[src/rtl/lfsr_seed_sequencer_pkg.sv]
// Shared constants, tap positions, state encoding and word payload for the LFSR seed sequencer.
// The tap positions must match the downstream LFSR/mask stage exactly.
package lfsr_seed_sequencer_pkg;

    localparam int unsigned RNDSIZE = 13;
    localparam int unsigned W       = RNDSIZE * (RNDSIZE - 1) / 2;
    localparam int unsigned STEP_W  = 8;
    localparam int unsigned OCNT_W  = 16;
    localparam int unsigned PROB_W  = 2;

    localparam int unsigned TAP_HI = W - 1;
    localparam int unsigned TAP_A  = 3;
    localparam int unsigned TAP_B  = 2;
    localparam int unsigned TAP_C  = 0;

    typedef enum logic [1:0] {
        ST_IDLE = 2'd0,
        ST_RUN  = 2'd1,
        ST_HOLD = 2'd2
    } state_t;

    typedef struct packed {
        logic [W-1:0]      seed;
        logic [PROB_W-1:0] prob;
    } word_t;

endpackage

[src/rtl/lfsr_seed_sequencer_lfsr_step.sv]
// Combinational single-step LFSR advance: shift left, feedback into bit 0.
module lfsr_seed_sequencer_lfsr_step
    import lfsr_seed_sequencer_pkg::*;
(
    input  logic [W-1:0] state,
    output logic [W-1:0] next_c
);

    logic fb_c;

    assign fb_c   = state[TAP_HI] ^ state[TAP_A] ^ state[TAP_B] ^ state[TAP_C];
    assign next_c = {state[W-2:0], fb_c};

endmodule

[src/rtl/lfsr_seed_sequencer.sv]
// Seed source for the LFSR/mask stage: loads a seed, warms up N steps, then streams
// successive LFSR states over a valid/ready handshake.
module lfsr_seed_sequencer
    import lfsr_seed_sequencer_pkg::*;
(
    input  logic              clk,
    input  logic              rst,
    input  logic              load_valid,
    output logic              load_ready,
    input  logic [W-1:0]      load_seed,
    input  logic [PROB_W-1:0] load_prob,
    input  logic [STEP_W-1:0] step_count,
    input  logic              flush,
    output logic              out_valid,
    input  logic              out_ready,
    output logic [W-1:0]      out_seed,
    output logic [PROB_W-1:0] out_prob,
    output logic [OCNT_W-1:0] out_cnt,
    output logic              busy,
    output logic              seed_err
);

    state_t            state_q;
    state_t            state_d;
    word_t             word_q;
    word_t             word_d;
    logic [STEP_W-1:0] steps_q;
    logic [STEP_W-1:0] steps_d;
    logic [OCNT_W-1:0] cnt_d;
    logic [W-1:0]      step_c;
    logic              valid_d;
    logic              ready_d;
    logic              busy_d;
    logic              err_d;
    logic              xfer_c;

    // Single advance function shared by warm-up and streaming
    lfsr_seed_sequencer_lfsr_step u_step (
        .state  (word_q.seed),
        .next_c (step_c)
    );

    assign xfer_c   = out_valid && out_ready;
    assign out_seed = word_q.seed;
    assign out_prob = word_q.prob;

    always_ff @(posedge clk or posedge rst) begin
        if (rst) begin
            state_q <= ST_IDLE;
        end else begin
            state_q <= state_d;
        end
    end

    always_comb begin
        state_d = state_q;
        word_d  = word_q;
        steps_d = steps_q;
        cnt_d   = out_cnt;
        err_d   = 1'b0;

        case (state_q)
            ST_IDLE: begin
                if (load_valid && load_ready) begin
                    if (load_seed != '0) begin
                        word_d.seed = load_seed;
                        word_d.prob = load_prob;
                        steps_d     = step_count;
                        cnt_d       = '0;
                        state_d     = (step_count != '0) ? ST_RUN : ST_HOLD;
                    end else begin
                        err_d = 1'b1;
                    end
                end
            end
            ST_RUN: begin
                if (flush) begin
                    state_d = ST_IDLE;
                end else begin
                    word_d.seed = step_c;
                    steps_d     = steps_q - STEP_W'(1);
                    if (steps_q == STEP_W'(1)) begin
                        state_d = ST_HOLD;
                    end
                end
            end
            ST_HOLD: begin
                // Flush wins over a simultaneous transfer: no step, no count
                if (flush) begin
                    state_d = ST_IDLE;
                end else if (xfer_c) begin
                    word_d.seed = step_c;
                    if (out_cnt != {OCNT_W{1'b1}}) begin
                        cnt_d = out_cnt + OCNT_W'(1);
                    end
                end
            end
            default: begin
                state_d = ST_IDLE;
            end
        endcase

        // Valid trails HOLD entry by one cycle so the first word follows the last warm-up step
        valid_d = (state_q == ST_HOLD) && (state_d == ST_HOLD);
        ready_d = (state_d == ST_IDLE);
        busy_d  = (state_d != ST_IDLE);
    end

    always_ff @(posedge clk or posedge rst) begin
        if (rst) begin
            word_q     <= '0;
            steps_q    <= '0;
            out_cnt    <= '0;
            out_valid  <= 1'b0;
            load_ready <= 1'b0;
            busy       <= 1'b0;
            seed_err   <= 1'b0;
        end else begin
            word_q     <= word_d;
            steps_q    <= steps_d;
            out_cnt    <= cnt_d;
            out_valid  <= valid_d;
            load_ready <= ready_d;
            busy       <= busy_d;
            seed_err   <= err_d;
        end
    end

endmodule
[config.mk]
export PLATFORM = sky130hd
export DESIGN_NAME = lfsr_seed_sequencer
export DESIGN_NICKNAME = d
export VERILOG_FILES = /design/src/rtl/lfsr_seed_sequencer_pkg.sv /design/src/rtl/lfsr_seed_sequencer_lfsr_step.sv /design/src/rtl/lfsr_seed_sequencer.sv
export SDC_FILE = /design/constraint.sdc
export NUM_CORES = 1
export LEC_CHECK = 0
export CAP_MARGIN = 15
export CORE_MARGIN = 5
export CORE_UTILIZATION = 40
export DETAILED_ROUTE_END_ITERATION = 12
export PLACE_DENSITY = 0.66
export RECOVER_POWER = 100
export SYNTH_ARGS = -nofsm -noshare
export SYNTH_HDL_FRONTEND = slang
export SYNTH_HIERARCHICAL = 1
export SYNTH_SLANG_ARGS = --single-unit
[constraint.sdc]
create_clock -name clk -period 4.4 [get_ports clk]
set_input_delay 0.66 -clock clk [delete_from_list [all_inputs] [get_ports clk]]
set_output_delay 0.66 -clock clk [all_outputs]
set_load 0.1 [all_outputs]
==> Word-level counts from Yosys, hierarchy flattened <==
Index checks and enable logic that the tools add are counted.
{ "word_totals": {"regBits": 110, "inputBits": 93, "output_inout_bits": 100, "word_cells": 66} }
{ "classes": {"n_addsub": 2, "eq_ne": 11, "muxes": 26, "n_bitwise": 3, "reduce_logical": 15} }
{ "ops": {"columns": ["operator", "count"], "rows": [
  ["$mux W78", 3],
  ["$pmux W78 S3", 1],
  ["$mux W80", 2],
  ["$mux W16", 5],
  ["$reduce_bool A78 Y1", 1],
  ["$pmux W16 S2", 1],
  ["$mux W8", 3],
  ["$add A16 B1 Y16 const B", 1],
  ["$ne A16 B16 Y1 const B", 1],
  ["$pmux W8 S2", 1],
  ["$mux W2", 6],
  ["$ne A2 B2 Y1 const B", 6],
  ["$reduce_and A6 Y1", 2],
  ["$eq A8 B1 Y1 const B", 1],
  ["$reduce_bool A8 Y1", 1],
  ["$sub A8 B1 Y8 const B", 1],
  ["$pmux W2 S3", 1],
  ["$reduce_bool A2 Y1", 3],
  ["$eq A2 B2 Y1 const B", 2],
  ["$logic_not A2 Y1", 2],
  ["$reduce_and A4 Y1", 1],
  ["$logic_and A1 B1 Y1", 3],
  ["$mux W1", 3],
  ["$reduce_and A3 Y1", 1],
  ["3 further kinds", 5]
]} }

==> Longest topological paths before layout <==
Gate-level depths: netlist (run 1).
{ "depth": {"word_depth": 7, "depth_mapped": 10, "mapped_depth_nobuf": 8} }

==> By module <==
Netlist (run 1), hierarchy kept.
{ "modules_own_cells": {"columns": ["mod", "instances", "cells_each", "area_each_um2"], "rows": [
  ["lfsr_seed_sequencer", 1, 668, 5851.9],
  ["lfsr_seed_sequencer_lfsr_step", 1, 81, 611.8]
]} }

==> Least setup slack after synthesis (run 1) <==
OpenSTA, ideal clock, no wires.
{ "synth_timing": {"path_kind": "reg2reg", "startpoint": "reg out_cnt[0]", "endpoint": "reg out_cnt[10]", "setup_ps": 113, "t_arrival_ps": 2678, "path_slack_ps": 1609, "path_stages_with_launch": 11, "n_path_buf": 2, "cell_sequence": "dfrtp_1 -> ha_1 -> nand2_1 -> or3_1 -> buf_6 -> nor4_2 -> nor4b_2 -> o22ai_4 -> buf_6 -> o21ai_0 -> o41ai_1"} }
{ "synth_via": {"elab_chain_cells": 5, "elab_cells_between_ends": 8, "cone_classes": "add/sub (1); eq/ne (2); mux (4); reduce/logical (1)"} }
{ "synth_lines": {"columns": ["item", "line", "text"], "rows": [
  ["start: declaration", "lfsr_seed_sequencer.sv:18", "output logic [OCNT_W-1:0] out_cnt,"],
  ["start signal: assignment", "lfsr_seed_sequencer.sv:121", "out_cnt <= cnt_d;"],
  ["$add A16 B1 Y16", "lfsr_seed_sequencer.sv:94", "cnt_d = out_cnt + OCNT_W'(1);"],
  ["$mux W16", "lfsr_seed_sequencer.sv:93", "if (out_cnt != {OCNT_W{1'b1}}) begin"],
  ["$mux W16", "lfsr_seed_sequencer.sv:91", "end else if (xfer_c) begin"],
  ["$mux W16", "lfsr_seed_sequencer.sv:89", "if (flush) begin"],
  ["$pmux W16 S2", "lfsr_seed_sequencer.sv:62", "case (state_q)"]
]} }
Parallel ways exist; a longest one is shown, timed or not. The select of a mux whose other input is x is not followed.
A chain may end at the register's enable or synchronous reset.

==> Final worst setup path (run 1) <==
{ "layout_timing": {"startpoint": "in load_seed[39]", "endpoint": "reg steps_q[5]"} }
{ "layout_via": {"elab_chain_cells": 3} }
{ "layout_lines": {"columns": ["item", "line", "text"], "rows": [
  ["start: declaration", "lfsr_seed_sequencer.sv:10", "input logic [W-1:0] load_seed,"],
  ["$reduce_bool A78 Y1", "lfsr_seed_sequencer.sv:65", "if (load_seed != '0) begin"],
  ["$ne A2 B2 Y1 (no source line)", null, null],
  ["$reduce_and A4 Y1 (no source line)", null, null],
  ["end signal: assignment", "lfsr_seed_sequencer.sv:120", "steps_q <= steps_d;"],
  ["end: declaration", "lfsr_seed_sequencer.sv:27", "logic [STEP_W-1:0] steps_q;"]
]} }
Every way passes these cells.

==> summary by stage, run 1 <==
STA
The count of pins over their slew limit is 51. The shortest clock period the worst path allows after layout is 3.68 ns. Setup repair after global routing left no endpoint under its margin. The transition time at the pin with the least slew margin is roughly 2.4 ns. Setup violations remaining at the end of the flow were counted as 0. The total negative setup slack is 0 ns.

The final number of hold-violating endpoints was 0. Dividing the final minimum period by the clock period gives 0.836. The normalized max-slew margin is -0.579. Derived from the worst setup path, the maximum achievable clock frequency is 272 MHz. For the final database, setup skew stands at about 0.0075 ns.

Min path
The kind of path behind the tightest hold check is reg -> reg.

Synthesis
Of the total synthesized cell area, the portion taken by full adders, half adders and majority gates is 0.0136. The post-synthesis share of cell area spent on and, or, nand and nor gates is 0.274. The post-synthesis instance area is around 0.0065 mm2. The synthesized design contains 110 register bits. The fraction of the yosys area taken by sequential cells is 0.426. The proportion of synthesized area in mux cells is 0.00658. The post-synthesis average cell area is ~8.6 um2. In this run, synthesis inferred 0 flip-flops with an integrated enable.

The cell count after synthesis is roughly 750. Of all flip-flops after synthesis, the portion carrying an async set or reset was 1.00. The share of the synthesized area in compound gates (AO/OA/AOI/OAI) is 0.144.

After synthesis, the largest family of logic cells by area is simple AND/OR/NAND/NOR gates. The warning count from the yosys run is 6. The number of different library cells in the post-synthesis netlist is 52.

The post-synthesis net count is 849. In the synthesized netlist the dominant register cell turns out to be sky130_fd_sc_hd__dfrtp_1. The synthesized-area fraction occupied by xor and xnor cells is 0.00407.

Floorplan
For this configuration, the core starts out at a cell density of 0.407. In this run the standard cell core region covers 0.0159 mm2. In this run the core area contains between 40 and 50 standard-cell rows. Pin placement for this block handled 193 I/O pins. The die covers 0.0188 mm2. The die is 137 um wide. The floorplan step set the die height to about 140 um.

Critical path
The maximum fanout along the worst path is 16. The worst setup path is captured at a flop. For the worst setup path, the data arrival time is just under 4 ns. The classification of the worst setup path is in -> reg. STA puts the critical path data required time at 4.64 ns.

The launching element type of the critical path is a primary input.

Routing
The first routing iteration left 372 violations. The final routed wirelength across all metal layers is 18300 um. For this block, the via count after detailed routing is 5623. In the routed design, unresolved DRC markers number 0. The average wire length per cell after detail routing is 17.4 um. In this run the remaining antenna-violating nets after routing total 0. In the routed layout, each cell is associated on average with a via count of approximately 5.4.

The number of iterations in the first detailed-routing pass is 5.

CTS
The maximum number of buffers from clock root to sink is 2. The level count of the clock H-tree is 3. The number of CTS-inserted buffers is 9. Clock-pin slew was measured on the worst setup and hold paths at 0.07 ns. The TritonCTS clock tree is done. CTS placed an instance of sky130_fd_sc_hd__clkbuf_16 at the clock tree root. The number of gates resized after CTS was 0. For the worst-skew pair, the clock arrives at the later sink with an insertion delay of 0.36 ns. Clock tree synthesis found a total of 110 sinks. Buffers added to address setup during post-CTS repair amount to 0. The number of buffers inserted for hold repair after clock tree synthesis is 0.

Global routing
The via count of the first global-routing pass was 5521. The total track usage is 0.193. The number of antenna violations at the first check in global routing came to 0. The first global-routing pass estimated 28700 um of wire.

Entering global routing, the biggest net connects roughly 160 pins. Summed over all layers, the global routing overflow is 0.

Final layout
Compared with the post-synthesis result, the final layout area differs by 26.9%. The final layout contains 930 nets. The number of inserted diodes is 0. The share of layout cells above drive strength 1 is 0.0456.

Job
The tool flagged a number of max-cap violations equal to 1.

Outcome
The final reports fail on max-capacitance violations, max-slew violations. The flow ran to the end, but the final reports show violations.

Placed design
Detailed placement ended at an HPWL of ~13000 um. During placement, the flow inserted port buffers numbering 192. At the end of routability-driven placement, the weighted congestion stood at 0.836.
==> layout make-up <==
type | instances | area (um2)
fill | 1436 | 7680
timing repair buffer | 199 | 1980
tap | 216 | 270
sequential | 110 | 2750
clock inverter | 6 | 47.5
clock buffer | 9 | 225
inverter | 11 | 42.5
multi-input combinational | 499 | 2880
==> path summary, 6_finish.rpt <==
kind	from	end	slack [ns]	depth (start not counted)
max	load_seed[39]	steps_q[5]$_DFFE_PP0P_	0.72	9
min	steps_q[7]$_DFFE_PP0P_	steps_q[7]$_DFFE_PP0P_	0.52	2
max reg2reg	state_q[1]$_DFF_PP0_	steps_q[5]$_DFFE_PP0P_	1.65	8
min reg2reg	steps_q[7]$_DFFE_PP0P_	steps_q[7]$_DFFE_PP0P_	0.52	2
max in group asynchronous	rst	steps_q[1]$_DFFE_PP0P_	1.38	3
min in group asynchronous	rst	out_seed[11]$_DFFE_PP0P_	1.39	2
==> cell families after synthesis <==
| logic type | Yosys count |
|---|---|
| simple gates | 340 |
| compound gates | 145 |
| buf+inv | 140 |
| flops | 110 |
| fa+ha+maj | 7 |
| mux | 4 |
| xor+xnor | 3 |
==> registers in the layout, indices dropped and copies added (netlist names) <==
| name | flops |
|---|---|
| out_seed | 78 |
| out_cnt | 16 |
| steps_q | 8 |
| out_prob | 2 |
| state_q | 2 |
| busy | 1 |
| load_ready | 1 |
| out_valid | 1 |
| seed_err | 1 |
==> critical path, stage by stage <==
cell and delay [ns]:
sky130_fd_sc_hd__dlygate4sd3_1 0.56, sky130_fd_sc_hd__nor4_1 0.80, sky130_fd_sc_hd__nand4_1 0.26, sky130_fd_sc_hd__nor2_1 0.27, sky130_fd_sc_hd__a31oi_1 0.28, sky130_fd_sc_hd__o21ai_0 0.28
sky130_fd_sc_hd__clkbuf_1 0.51, sky130_fd_sc_hd__a21oi_1 0.09, sky130_fd_sc_hd__o22a_1 0.20
==> metrics by stage <==
stage	instance area [um2]	instances	utilization	hold slack, ns	setup WS, ns
2_1_floorplan	6460	749	-	0.471	0.838
3_3_place_gp	7950	1035	0.501	0.493	0.647
3_5_place_dp	7950	1035	0.501	0.500	0.657
4_1_cts	8230	1050	0.518	0.520	1.03
5_1_grt	8200	1050	0.516	0.542	0.518
6_report	8200	1050	0.516	0.516	0.723
==> cell usage after synthesis, drive strengths merged (6+ instances only) <==
cell,number,share of area
nand3b,78,0.091
o21ai,25,0.019
o22a,7,0.0095
clkbuf,26,0.015
a21oi,11,0.0085
and2,7,0.0068
inv,10,0.0058
a31oi,81,0.078
ha,7,0.014
or3,6,0.0058
dfrtp,110,0.43
nor2,92,0.053
nand3,9,0.0085
o31ai,7,0.0081
nand2,102,0.060
buf,103,0.11
nor4,24,0.027
==> layer usage <==
layer  vias to the layer above  GRT usage  share of wire  wire length, um
li1                       2724          -              -                -
met4                         0     0.0615          0.028              507
met1                      2690      0.240           0.42             7710
met2                       176      0.316           0.47             8660
met5                         -          0              0                0
met3                        33     0.0625          0.076             1390
==> cell usage in the layout (no fill, tap or decap), types with 2 or more instances in the layout <==
cell | netlist | layout
sky130_fd_sc_hd__nand3b_1 | 78 | 78
sky130_fd_sc_hd__a21oi_1 | 11 | 11
sky130_fd_sc_hd__or3_1 | 6 | 6
sky130_fd_sc_hd__nand4_1 | 5 | 5
sky130_fd_sc_hd__or2_2 | 3 | 3
sky130_fd_sc_hd__dlygate4sd3_1 | 0 | 102
sky130_fd_sc_hd__mux2_2 | 2 | 2
sky130_fd_sc_hd__o31a_1 | 2 | 2
sky130_fd_sc_hd__nor2_1 | 92 | 92
sky130_fd_sc_hd__o21ai_0 | 22 | 25
sky130_fd_sc_hd__xnor2_1 | 2 | 2
sky130_fd_sc_hd__nor3_1 | 5 | 5
sky130_fd_sc_hd__clkdlybuf4s50_1 | 0 | 90
sky130_fd_sc_hd__nand3_1 | 7 | 7
sky130_fd_sc_hd__ha_1 | 7 | 6
sky130_fd_sc_hd__nand3_2 | 2 | 2
sky130_fd_sc_hd__o22a_1 | 7 | 7
sky130_fd_sc_hd__nand2_1 | 101 | 101
sky130_fd_sc_hd__nor2b_1 | 3 | 3
sky130_fd_sc_hd__mux2i_1 | 2 | 2
sky130_fd_sc_hd__nor4_1 | 22 | 22
sky130_fd_sc_hd__o31ai_1 | 7 | 7
sky130_fd_sc_hd__and2_1 | 7 | 7
sky130_fd_sc_hd__clkbuf_2 | 0 | 2
sky130_fd_sc_hd__a31oi_1 | 81 | 81
sky130_fd_sc_hd__inv_1 | 10 | 9
sky130_fd_sc_hd__clkbuf_16 | 0 | 9
sky130_fd_sc_hd__clkinvlp_4 | 0 | 4
sky130_fd_sc_hd__buf_4 | 78 | 3
sky130_fd_sc_hd__dfrtp_1 | 110 | 110
Power of run 1 is not shown: default switching activity piles up to over one toggle a cycle in this logic, so the estimate is an artifact.
==> run 2: changes to the inputs <==
==> constraint.sdc (replaced) <==
create_clock -name clk -period 3.6 [get_ports clk]
set_input_delay 0.54 -clock clk [delete_from_list [all_inputs] [get_ports clk]]
set_output_delay 0.54 -clock clk [all_outputs]
set_load 0.1 [all_outputs]
==> run 2 against run 1 <==
  * The flow still finishes with violations (max-capacitance violations, max-slew violations)
  * Worst hold slack worse by 0.011 ns
  * Non-clock buffer count up 3
  * Register-to-register slack worse by 0.71 ns
  * Largest cell class unchanged
==> summary by stage, run 2 (synthesized netlist as in run 1, its figures left out) <==
CTS
The total of cells resized after clock tree synthesis is 0. The number of CTS-inserted buffers is 9. TritonCTS built the clock tree. Clock tree synthesis found a total of 110 sinks. Post-CTS timing repair inserted 0 buffers for setup. At the later pin of the worst-skew pair, clock insertion delay measures 0.35 ns. The level count of the clock H-tree is 3. Clock-pin slew was measured on the worst setup and hold paths at about 0.08 ns. For this design, the CTS-stage hold fixing added 0 buffers. The CTS root buffer is sky130_fd_sc_hd__clkbuf_16. The longest clock path from root to sink contains 2 buffers.

STA
Derived from the worst setup path, the maximum achievable clock frequency is ~320 MHz. The normalized max-slew margin is -0.573. Setup violations remaining at the end of the flow were counted as 0.

For the final database, setup skew stands at 0.00621 ns. The transition time at the pin with the least slew margin is 2.36 ns. The final number of hold-violating endpoints is 0. After routing, the total negative slack on setup checks comes to 0 ns.

Setup repair after global routing left no endpoint under its margin. The shortest clock period the worst path allows after layout is 3.11 ns. The share of the cycle needed by the critical path after routing is 0.863. The count of pins over their slew limit is 58.

Global routing
The first global-routing pass estimated 28400 um of wire. In the global route stage, overall resource usage came out at 0.190. After global routing the overflow that remains totals 0.

The via count of the first global-routing pass is 5338. The pin count of the biggest net entering global routing is 105. The number of antenna violations at the first check in global routing was 0.

Floorplan
The chip height is roughly 140 um. The number of primary I/O pins is 193. The effective utilization at floorplan is 0.407. The core region is 0.0159 mm2. In this run the horizontal extent of the chip is approximately 140 um.

The number of placement rows is 46. The area enclosed by the die boundary is approximately 0.019 mm2.

Critical path
The worst setup path is of the in -> reg kind. The endpoint class of the critical path is a flop. The worst path arrival time is 3.31 ns. The worst path required time is 3.80 ns. The launching element type of the critical path is a primary input. Of all nets on the critical path, the largest fanout is 104.

Min path
The kind of path behind the tightest hold check is reg -> reg.

Routing
The DRC violation count after routing is 0. Summing over every cut layer, the via total after detailed routing is roughly 5600. Once detail routing completed, the nets flagged for antenna violations numbered 0.

The pre-antenna-repair detailed-routing pass consisted of 5 iterations. After detailed routing, the total wire length is 18100 um. The average wire length per cell after detail routing is 17.1 um. The per-cell via count in the routed design is 5.32. The initial detailed-routing violation count is around 330.

Final layout
The layout net count is a little over 900. The most common cell after layout, fill and taps aside is sky130_fd_sc_hd__dfrtp_1. Leaving out fill and tap cells, the most frequent cells in the layout are sky130_fd_sc_hd__dfrtp_1 (110), sky130_fd_sc_hd__dlygate4sd3_1 (102), sky130_fd_sc_hd__nand2_1 (101).

The register with the most flip-flops in the layout has 78 of them. Relative to the synthesized area, the layout overhead comes to 28.9%. The share of layout cells above drive strength 1 is 0.0501. The count of filler cells inserted in the layout is 1495.

Placed design
The count of buffers from port buffering is 192. The congestion estimate from routability-driven global placement came to 0.824. Detailed placement ended at an HPWL of between 10000 and 15000 um.

Outcome
The checks that failed: max-capacitance violations, max-slew violations. The run finished, with violations left.

Job
The number of maximum-capacitance violations is 1.
[run 2: cell types whose count changed in the layout (fill, tap and decap cells not counted), sizes merged]
cell      delta
clkinvlp     -4
inv          +1
buf          +5
diode        +1
clkbuf       -1
clkinv       +1
bufinv       +2
[run 2: worst paths after layout]
| kind | start | endpoint | slack, ns | depth (start not counted) |
|---|---|---|---|---|
| hold reg to reg | out_prob[1]$_DFFE_PP0P_ | out_prob[1]$_DFFE_PP0P_ | 0.50 | 1 |
| setup reg to reg | state_q[0]$_DFF_PP0_ | out_seed[60]$_DFFE_PP0P_ | 0.94 | 8 |
| max in group asynchronous | rst | out_seed[32]$_DFFE_PP0P_ | 0.77 | 2 |
| setup / recovery | load_seed[39] | out_seed[60]$_DFFE_PP0P_ | 0.49 | 10 |
| hold / removal | out_prob[1]$_DFFE_PP0P_ | out_prob[1]$_DFFE_PP0P_ | 0.50 | 1 |
| min in group asynchronous | rst | out_cnt[2]$_DFFE_PP0P_ | 1.43 | 2 |
[run 2: routing by layer]
metal  wire (um)  GRT usage  part of all wire
met5           0          0                 0
met3        1490     0.0493             0.082
met4         233     0.0549             0.013
met2        8730      0.308              0.48
met1        7600      0.251              0.42
[run 2: critical path: stages]
cell and delay (ns):
sky130_fd_sc_hd__dlygate4sd3_1 0.55, sky130_fd_sc_hd__nor4_1 0.54, sky130_fd_sc_hd__buf_4 0.21, sky130_fd_sc_hd__nand4_1 0.12, sky130_fd_sc_hd__nor2_1 0.36, sky130_fd_sc_hd__a31o_1 0.28
sky130_fd_sc_hd__a211oi_1 0.17, sky130_fd_sc_hd__buf_12 0.25, sky130_fd_sc_hd__nor2_1 0.14, sky130_fd_sc_hd__a31oi_1 0.06
[run 2: stage by stage]
step                 util  std cells  hold WS (ns)  area, um2  setup WS [ns]
finish              0.524       1055         0.505       8330          0.492
CTS                 0.525       1054         0.517       8350          0.508
global placement    0.504       1038         0.492       8010          0.186
global route        0.524       1054         0.533       8330          0.219
floorplan               -        749         0.471       6460          0.158
detailed placement  0.504       1038         0.498       8010          0.137
[run 2: final cells by class]
cell class,count,area (um2),area share
Antenna cell,1,2.50,0.000300
Clock buffer,10,239,0.0287
Clock inverter,6,93.8,0.0113
Inverter,11,41.3,0.00496
Multi-Input combinational cell,499,2890,0.347
Sequential cell,110,2750,0.330
Tap cell,216,270,0.0324
Timing Repair Buffer,202,2040,0.245
Power of run 2 is left out for the same reason.
